## config.mk

```make
export PLATFORM = sky130hd
export DESIGN_NAME = vga_reg_writer
export DESIGN_NICKNAME = d
export VERILOG_FILES = /design/src/rtl/vga_reg_writer.sv
export SDC_FILE = /design/constraint.sdc
export NUM_CORES = 1
export LEC_CHECK = 0
export BUFFER_PORTS_ARGS = -buffer_cell sky130_fd_sc_hd__buf_2
export CAP_MARGIN = 10
export CORE_AREA = 2 2 175 177
export DETAILED_ROUTE_END_ITERATION = 8
export DIE_AREA = 0 0 177 179
export PLACE_DENSITY = 0.42
export SYNTH_ARGS = -nofsm -noshare
export SYNTH_HDL_FRONTEND = slang
export SYNTH_SLANG_ARGS = --single-unit
```

## constraint.sdc

```tcl
create_clock -name clk -period 2.3 [get_ports clk]
set_input_delay 0.46 -clock clk [delete_from_list [all_inputs] [get_ports clk]]
set_output_delay 0.46 -clock clk [all_outputs]
set_load 0.05 [all_outputs]
```

## src/rtl/vga_reg_writer.sv

```systemverilog
// vga_reg_writer: keeps a shadow of the VGA sprite peripheral's register map
// and flushes the dirty entries once per frame as single-cycle Avalon-MM
// writes, starting after the falling edge of VGA vertical sync.
//
// state | meaning
// ------+-------------------------------------------------------------
// IDLE  | waiting for a vsync falling edge; no bus activity
// SCAN  | visiting idx 0..NUM_REGS-1, one per cycle, writing dirty ones
module vga_reg_writer #(
    parameter int NUM_REGS = 12,
    parameter int DATA_W   = 8
) (
    input  logic              clk,
    input  logic              reset,
    input  logic              upd_valid,
    output logic              upd_ready,
    input  logic [3:0]        upd_addr,
    input  logic [DATA_W-1:0] upd_data,
    input  logic              force_all,
    input  logic              vga_vs,
    output logic              chipselect,
    output logic              write,
    output logic [8:0]        address,
    output logic [31:0]       writedata,
    output logic              busy,
    output logic [7:0]        bad_addr_cnt,
    output logic [7:0]        overrun_cnt
);

    typedef enum logic {IDLE, SCAN} state_t;

    state_t            state;
    logic [3:0]        idx;
    logic              vs_d;
    logic              vs_fall;
    logic [DATA_W-1:0] shadow [NUM_REGS];
    logic [NUM_REGS-1:0] dirty;
    logic [DATA_W-1:0] cur_data;
    logic              cur_dirty;
    logic              upd_fire;
    logic              addr_ok;

    // Peripheral power-on values, truncated to 8 bits.
    function automatic logic [DATA_W-1:0] reset_value(input int i);
        logic [7:0] v;
        case (i)
            0:       v = 8'd100;
            1:       v = 8'd100;
            2:       v = 8'd200;
            3:       v = 8'd150;
            4:       v = 8'd44;
            5:       v = 8'd200;
            6:       v = 8'd244;
            7:       v = 8'd100;
            8:       v = 8'd100;
            9:       v = 8'd4;
            10:      v = 8'd160;
            11:      v = 8'd192;
            default: v = 8'd0;
        endcase
        return DATA_W'(v);
    endfunction

    // Game logic may always push updates except while held in reset.
    assign upd_ready = ~reset;
    assign upd_fire  = upd_valid & upd_ready;
    assign addr_ok   = ({1'b0, upd_addr} < 5'(NUM_REGS));

    // Select the shadow entry and dirty flag for the index being scanned.
    always_comb begin
        cur_data  = '0;
        cur_dirty = 1'b0;
        for (int i = 0; i < NUM_REGS; i++) begin
            if (idx == 4'(i)) begin
                cur_data  = shadow[i];
                cur_dirty = dirty[i];
            end
        end
    end

    // Shadow and dirty bookkeeping; a new update or force_all wins over the
    // scan's clear so a value landing on the scanned index goes out next frame.
    always_ff @(posedge clk) begin
        if (reset) begin
            for (int i = 0; i < NUM_REGS; i++) begin
                shadow[i] <= reset_value(i);
            end
            dirty <= '0;
        end else begin
            for (int i = 0; i < NUM_REGS; i++) begin
                if (force_all || (upd_fire && addr_ok && upd_addr == 4'(i))) begin
                    dirty[i] <= 1'b1;
                end else if (state == SCAN && idx == 4'(i)) begin
                    dirty[i] <= 1'b0;
                end
                if (upd_fire && addr_ok && upd_addr == 4'(i)) begin
                    shadow[i] <= upd_data;
                end
            end
        end
    end

    // Vsync edge pipeline, scan FSM, registered bus outputs and error counters.
    always_ff @(posedge clk) begin
        if (reset) begin
            state        <= IDLE;
            idx          <= '0;
            vs_d         <= 1'b1;
            vs_fall      <= 1'b0;
            chipselect   <= 1'b0;
            write        <= 1'b0;
            address      <= '0;
            writedata    <= '0;
            busy         <= 1'b0;
            bad_addr_cnt <= '0;
            overrun_cnt  <= '0;
        end else begin
            vs_d       <= vga_vs;
            vs_fall    <= vs_d & ~vga_vs;
            chipselect <= 1'b0;
            write      <= 1'b0;

            if (upd_fire && !addr_ok && bad_addr_cnt != 8'hFF) begin
                bad_addr_cnt <= bad_addr_cnt + 8'd1;
            end

            case (state)
                IDLE: begin
                    if (vs_fall) begin
                        state <= SCAN;
                        busy  <= 1'b1;
                        idx   <= '0;
                    end
                end
                SCAN: begin
                    chipselect <= cur_dirty;
                    write      <= cur_dirty;
                    address    <= 9'(idx);
                    writedata  <= {{(32-DATA_W){1'b0}}, cur_data};
                    if (vs_fall && overrun_cnt != 8'hFF) begin
                        overrun_cnt <= overrun_cnt + 8'd1;
                    end
                    if (idx == 4'(NUM_REGS-1)) begin
                        state <= IDLE;
                        busy  <= 1'b0;
                        idx   <= '0;
                    end else begin
                        idx <= idx + 4'd1;
                    end
                end
                default: begin
                    state <= IDLE;
                    busy  <= 1'b0;
                end
            endcase
        end
    end

endmodule

```

Yosys cells after proc, flatten, opt, wreduce, memory -nomap -nowiden

Memories as Yosys holds them, arrays and structs flattened.
Cells that the tools add are included.

$add $sub $neg: 3
$lt $le $gt $ge: 1
Equal/unequal tests: 26
Multiplexer cells: 115
Bitwise logic cells: 17
Reductions and logical operators: 58

Operator list:

| cell                                          | number |
|---|---|
| two-way mux 8 bit                             | 32 |
| two-way mux 1 bit                             | 78 |
| == test 4 x 3 -> 1 bit, second input constant | 8 |
| == test 4 bit, second input constant          | 8 |
| logical AND 1 bit                             | 28 |
| nonzero test 2 bit                            | 12 |
| adder 8 x 1 -> 8 bit, second input constant   | 2 |
| == test 4 x 2 -> 1 bit, second input constant | 4 |
| != test 8 bit, second input constant          | 2 |
| logical OR 1 bit                              | 12 |
| bitwise OR 1 bit                              | 12 |
| == test 4 x 1 -> 1 bit, second input constant | 2 |
| logical NOT 4 bit                             | 2 |
| two-way mux 4 bit                             | 2 |
| one-hot mux 4 bit (2 select lines)            | 1 |
| adder 4 x 1 -> 4 bit, second input constant   | 1 |
| < comparator 4 bit, second input constant     | 1 |
| one-hot mux 1 bit (2 select lines)            | 2 |
| AND reduction 2 bit                           | 2 |
| NOT 1 bit                                     | 3 |
| AND 1 bit                                     | 2 |
| != test 2 x 1 -> 1 bit, second input constant | 1 |
| != test 2 bit, second input constant          | 1 |
| OR reduction 2 bit                            | 1 |
| logical NOT 1 bit                             | 1 |

Register bits after elaboration: 49
Memory bits (writable): 96
Input bits: 17
Output and inout port bits: 61
Logic and storage cells: 243
Memories kept: 1

Memories:

| name   | depth | bits a word | read ports | clocked after Yosys merged registers in | write ports | RTL line | source |
|---|---|---|---|---|---|---|---|
| shadow | 12    | 8           | 12         | 0                                       | 12          | 36       | `logic [DATA_W-1:0] shadow [NUM_REGS];` |

Depth between registers and ports, before layout

Word-level depth: 13
Mapped depth: 9
Depth with buffers taken out: 6

Least setup slack after synthesis

No wires, ideal clock.

Path type: in2reg
From: in upd_addr[2]
To: mem shadow[1][2] (netlist: shadow[0][10]) (enable)
Setup time: 0.374 ns
Data arrival time: 1.845 ns
Slack: 0.082 ns
Stages on the path: 5
Buffers on the path: 3
Cells stage by stage: buf_6 -> or4b_4 -> buf_6 -> buf_4 -> o21ai_1

RTL lines:

| item        | RTL line | source |
|---|---|---|
| from (decl) | 17       | `input logic [3:0] upd_addr,` |
| to (decl)   | 36       |  |

Final worst setup path

From: reg idx[1]
To: reg write

Cells in the longest elaborated chain, start to end: 13

Ends and longest elaborated chain:

| item                            | RTL line | source |
|---|---|---|
| from (decl)                     | 33       | `logic [3:0] idx;` |
| from (signal assigned)          | 148      | `idx <= idx + 4'd1;` |
| logical NOT 4 bit               | 74       | `if (idx == 4'(i)) begin` |
| two-way mux 1 bit (11 in a row) | 74       |  |
| two-way mux 1 bit (*)           | 74       |  |
| to (signal assigned)            | 137      | `write <= cur_dirty;` |
| to (decl)                       | 22       | `output logic write,` |

Every way passes the cells marked *; elsewhere a longest branch is shown, timed or not.
A chain may end at the register's enable or synchronous reset.

==> impl_metrics.csv <==
group,metric,value,unit
outcome,status,"completed",
place,placed_area,8095,µm²
power,comb_power_share,9.9,%
power,p_leak,3.061,nW
routing,first_pass_iters,5,
worst_setup_path,worst_setup_path_end_kind,"flop",
timing,hold_viol_final,0,
power,intPower,4.460,mW
hold_path,hp-class,"in -> reg",
place,gp_congestion,0.7963,
worst_setup_path,ff2ff_path_depth,6,
hold_path,holdPathStages,2,
cells_and_area,diodes,0,
routing,drt_iter0_markers,385,
clocking,cts_buffers,17,
routing,vias_per_cell,4.696,
timing,fin_ws,0.1955,ns
die,die_w,177,µm
clocking,cts_tree,"yes",
yosys,syn_area_per_cell,10.09,µm²
timing,fmax,475.2,MHz
timing,period_minus_slack,2.105,ns
place,portBuffers,48,
grt,track_usage,14.54,%
yosys,synth_simple_gate_area_share,21.20,%
die,pin_count,78,
routing,wire_per_inst,18.85,µm
power,switching_power,1.665,mW
clocking,root_buffer,"clkbuf_16",
cells_and_area,multiInputGateArea,3048,µm²
grt,grt_max_degree,40,
cells_and_area,drive_above_1_share,20.13,%
worst_setup_path,required,2.62,ns
place,hpwl,16260,µm
power,pwr_density_cell,710.0,nW/µm²
power,clkPwrFrac,41.2,%
hold_path,worstHoldEndpoint,"vs_d",
clocking,clk_path_buf_depth,2,
die,die-area,31680,µm²
timing,maxSlewHeadroom,52.27,%
yosys,yosysUniqueCellTypes,67,
timing,setup_viol,0,
worst_setup_path,r2r_setup_slack,0.20,ns
yosys,syn_inst,731,
yosys,synth_top_area_cell,"edfxtp_1",
power,finalPower,6.126,mW
grt,grt_antenna_before_repair,1,
yosys,yosysMostFrequentCell,"edfxtp_1",
power,pwr-share-seq,48.9,%
yosys,synth_seq_cells,145,
cells_and_area,fill_cells,3187,
timing,rsz0062_at_grt,"yes",
yosys,synth_edf_count,96,
grt,grt_pass1_vias,5593,
yosys,synth_warnings,0,
yosys,synthArstFlopShare,0,%
timing,worst_clock_skew,0.009570,ns
power,p_sw_share,27.18,%
cells_and_area,regArea,3865,µm²
yosys,synth-xor-area-share,0.8311,%
yosys,synth_fa_ha_area_share,1.018,%
die,core,30030,µm²
worst_setup_path,path_buf_inv,2,
worst_setup_path,path_cells,"inv_1 -> ha_2 -> buf_4 -> a2111oi_0 -> o22ai_1 -> o32ai_1",
cells_and_area,fin_nets,805,
worst_setup_path,timing.rr.start,"idx[1]",
clocking,clk_pin_slew_worst_paths,0.06,ns
yosys,synth-compound-area-share,15.77,%
die,die_h,179,µm
worst_setup_path,crit_path_top_delay_cell,"dfxtp_1",
cells_and_area,final_util,28.73,%
clocking,clkSinkCount,145,
worst_setup_path,r2r-end,"write",
routing,drt-total-wl,22450,µm
grt,overflow,0,
routing,drtAntennaViolNets,0,
worst_setup_path,cp_max_fo,23,
timing,drv_slew,0,
worst_setup_path,cp_slowest_stage_delay,0.45,ns
die,rows,64,
clocking,cts_max_level,4,
timing,tightest_slew,0.7160,ns
die,start_util,24.57,%
routing,vias,5593,
hold_path,holdCritStartpoint,"vga_vs",
worst_setup_path,start_kind,"flop",
yosys,synth_area,7377,µm²
clocking,clk-insertion-delay-late,0.43,ns
worst_setup_path,arrival,2.43,ns
flow_run,max_cap_viol_count,0,
timing,finalCritPeriodShare,91.50,%
grt,grt_first_pass_wirelength,34020,µm
power,ir_drop,0.3917,mV
yosys,yosys.area.top_type_share,39.08,%
yosys,synth_top_family_by_area,"simple AND/OR/NAND/NOR gates",
yosys,ys_seq_area_share,52.37,%
cells_and_area,stdcell_area,8627,µm²
yosys,yosys-top-cells-count,"edfxtp_1 (96), a21oi_1 (69), nor2_1 (50)",
place,preCtsSetupSlack,0.09264,ns
worst_setup_path,cp_top_family,"compound AO/OA/AOI/OAI gates",
worst_setup_path,crit_type,"reg -> reg",
timing,whs,0.2548,ns
yosys,synth.top_cells.by_area,"edfxtp_1 (39%), dfxtp_1 (13%), a21oi_1 (4.7%)",
yosys,synthFlopType,"edfxtp_1",
yosys,synthMuxAreaShare,0.8141,%
routing,drc,0,
cells_and_area,syn2layout_area_growth,16.94,%
worst reg2reg max path, delay by kind of cell (launching register included):
kind / cells / cell delay (ns)
flops: 1 / 0.45
compound gates: 3 / 0.82
fa+ha+maj: 1 / 0.35
buf+inv: 2 / 0.38
logic make-up after synthesis:
family / count (synthesis)
multiplexers: 6
buffers and inverters: 116
XOR/XNOR: 7
adder cells (fa/ha/maj): 6
flip-flops: 145
AO/OA/AOI/OAI: 180
AND/OR/NAND/NOR: 270
other: 1
registers in the layout (all words and copies together) (netlist names):
name and flops:
busy 1, overrun_cnt 8, writedata 8, write 1, vs_fall 1, shadow 96
state 1, dirty 12, address 4, idx 4, vs_d 1, bad_addr_cnt 8
repair_timing:
item,4_1_cts,5_1_grt
setup buffers,0,0
setup endpoints to repair,0,3
hold buffers,0,0
resized for setup,0,2
layout by cell type, fill, tap and decap left out, drive strengths merged, types with 11 or more instances in the layout:
master	count
clkbuf	19
and2	30
nand3b	15
nand2	25
conb	29
dfxtp	49
nor3	15
nand3	20
nand2b	22
inv	28
nor2b	32
edfxtp	96
nor2	51
or2	22
a21oi	69
or3	11
buf	91
o21ai	31
cell type report:
type | count | area share (%)
multi-input cells | 498 | 35.33
inverters | 29 | 1.262
well taps | 396 | 5.743
flip-flops and latches | 145 | 44.80
repair buffers | 91 | 6.817
clock buffers | 19 | 5.018
clock inverters | 13 | 1.030
power by group through the flow:
stage / Sequential (mW) / Combinational [mW] / Clock [mW]
2_1_floorplan: 3.04 / 0.444 / 0
3_3_place_gp: 3.05 / 0.608 / 0
3_5_place_dp: 3.05 / 0.608 / 0
4_1_cts: 2.99 / 0.610 / 2.57
5_1_grt: 3.01 / 0.660 / 2.68
6_report: 2.99 / 0.606 / 2.53
through the flow:
stage | setup TNS, ns | instances
finish | 0 | 1191
global route | -0.001736 | 1191
CTS | 0 | 1191
detailed placement | 0 | 1159
global placement | 0 | 1159
floorplan | 0 | 759
routing by layer:
metal / share of wire [%] / GRT usage, % / vias to the layer above
li1: - / - / 2696
met1: 47 / 19.34 / 2720
met2: 47 / 23.82 / 148
met3: 3.9 / 2.863 / 27
met4: 2.0 / 4.408 / 2
met5: 0.058 / 0 / -
how the worst max path moves through the flow:
| stage | from | end | slack (ns) | depth (start not counted) |
|---|---|---|---|---|
| after detailed placement | idx[0] | write | 0.09 | 7 |
| after global placement | idx[0] | write | 0.12 | 7 |
| after floorplan | upd_addr[2] | shadow[0][10] | 0.08 | 5 |
| final | idx[1] | write | 0.20 | 6 |
| after global routing | idx[0] | writedata[5] | -0.002 | 7 |
| after CTS | idx[0] | write | 0.09 | 7 |
Note: power is estimated with default switching activity, not from simulation.
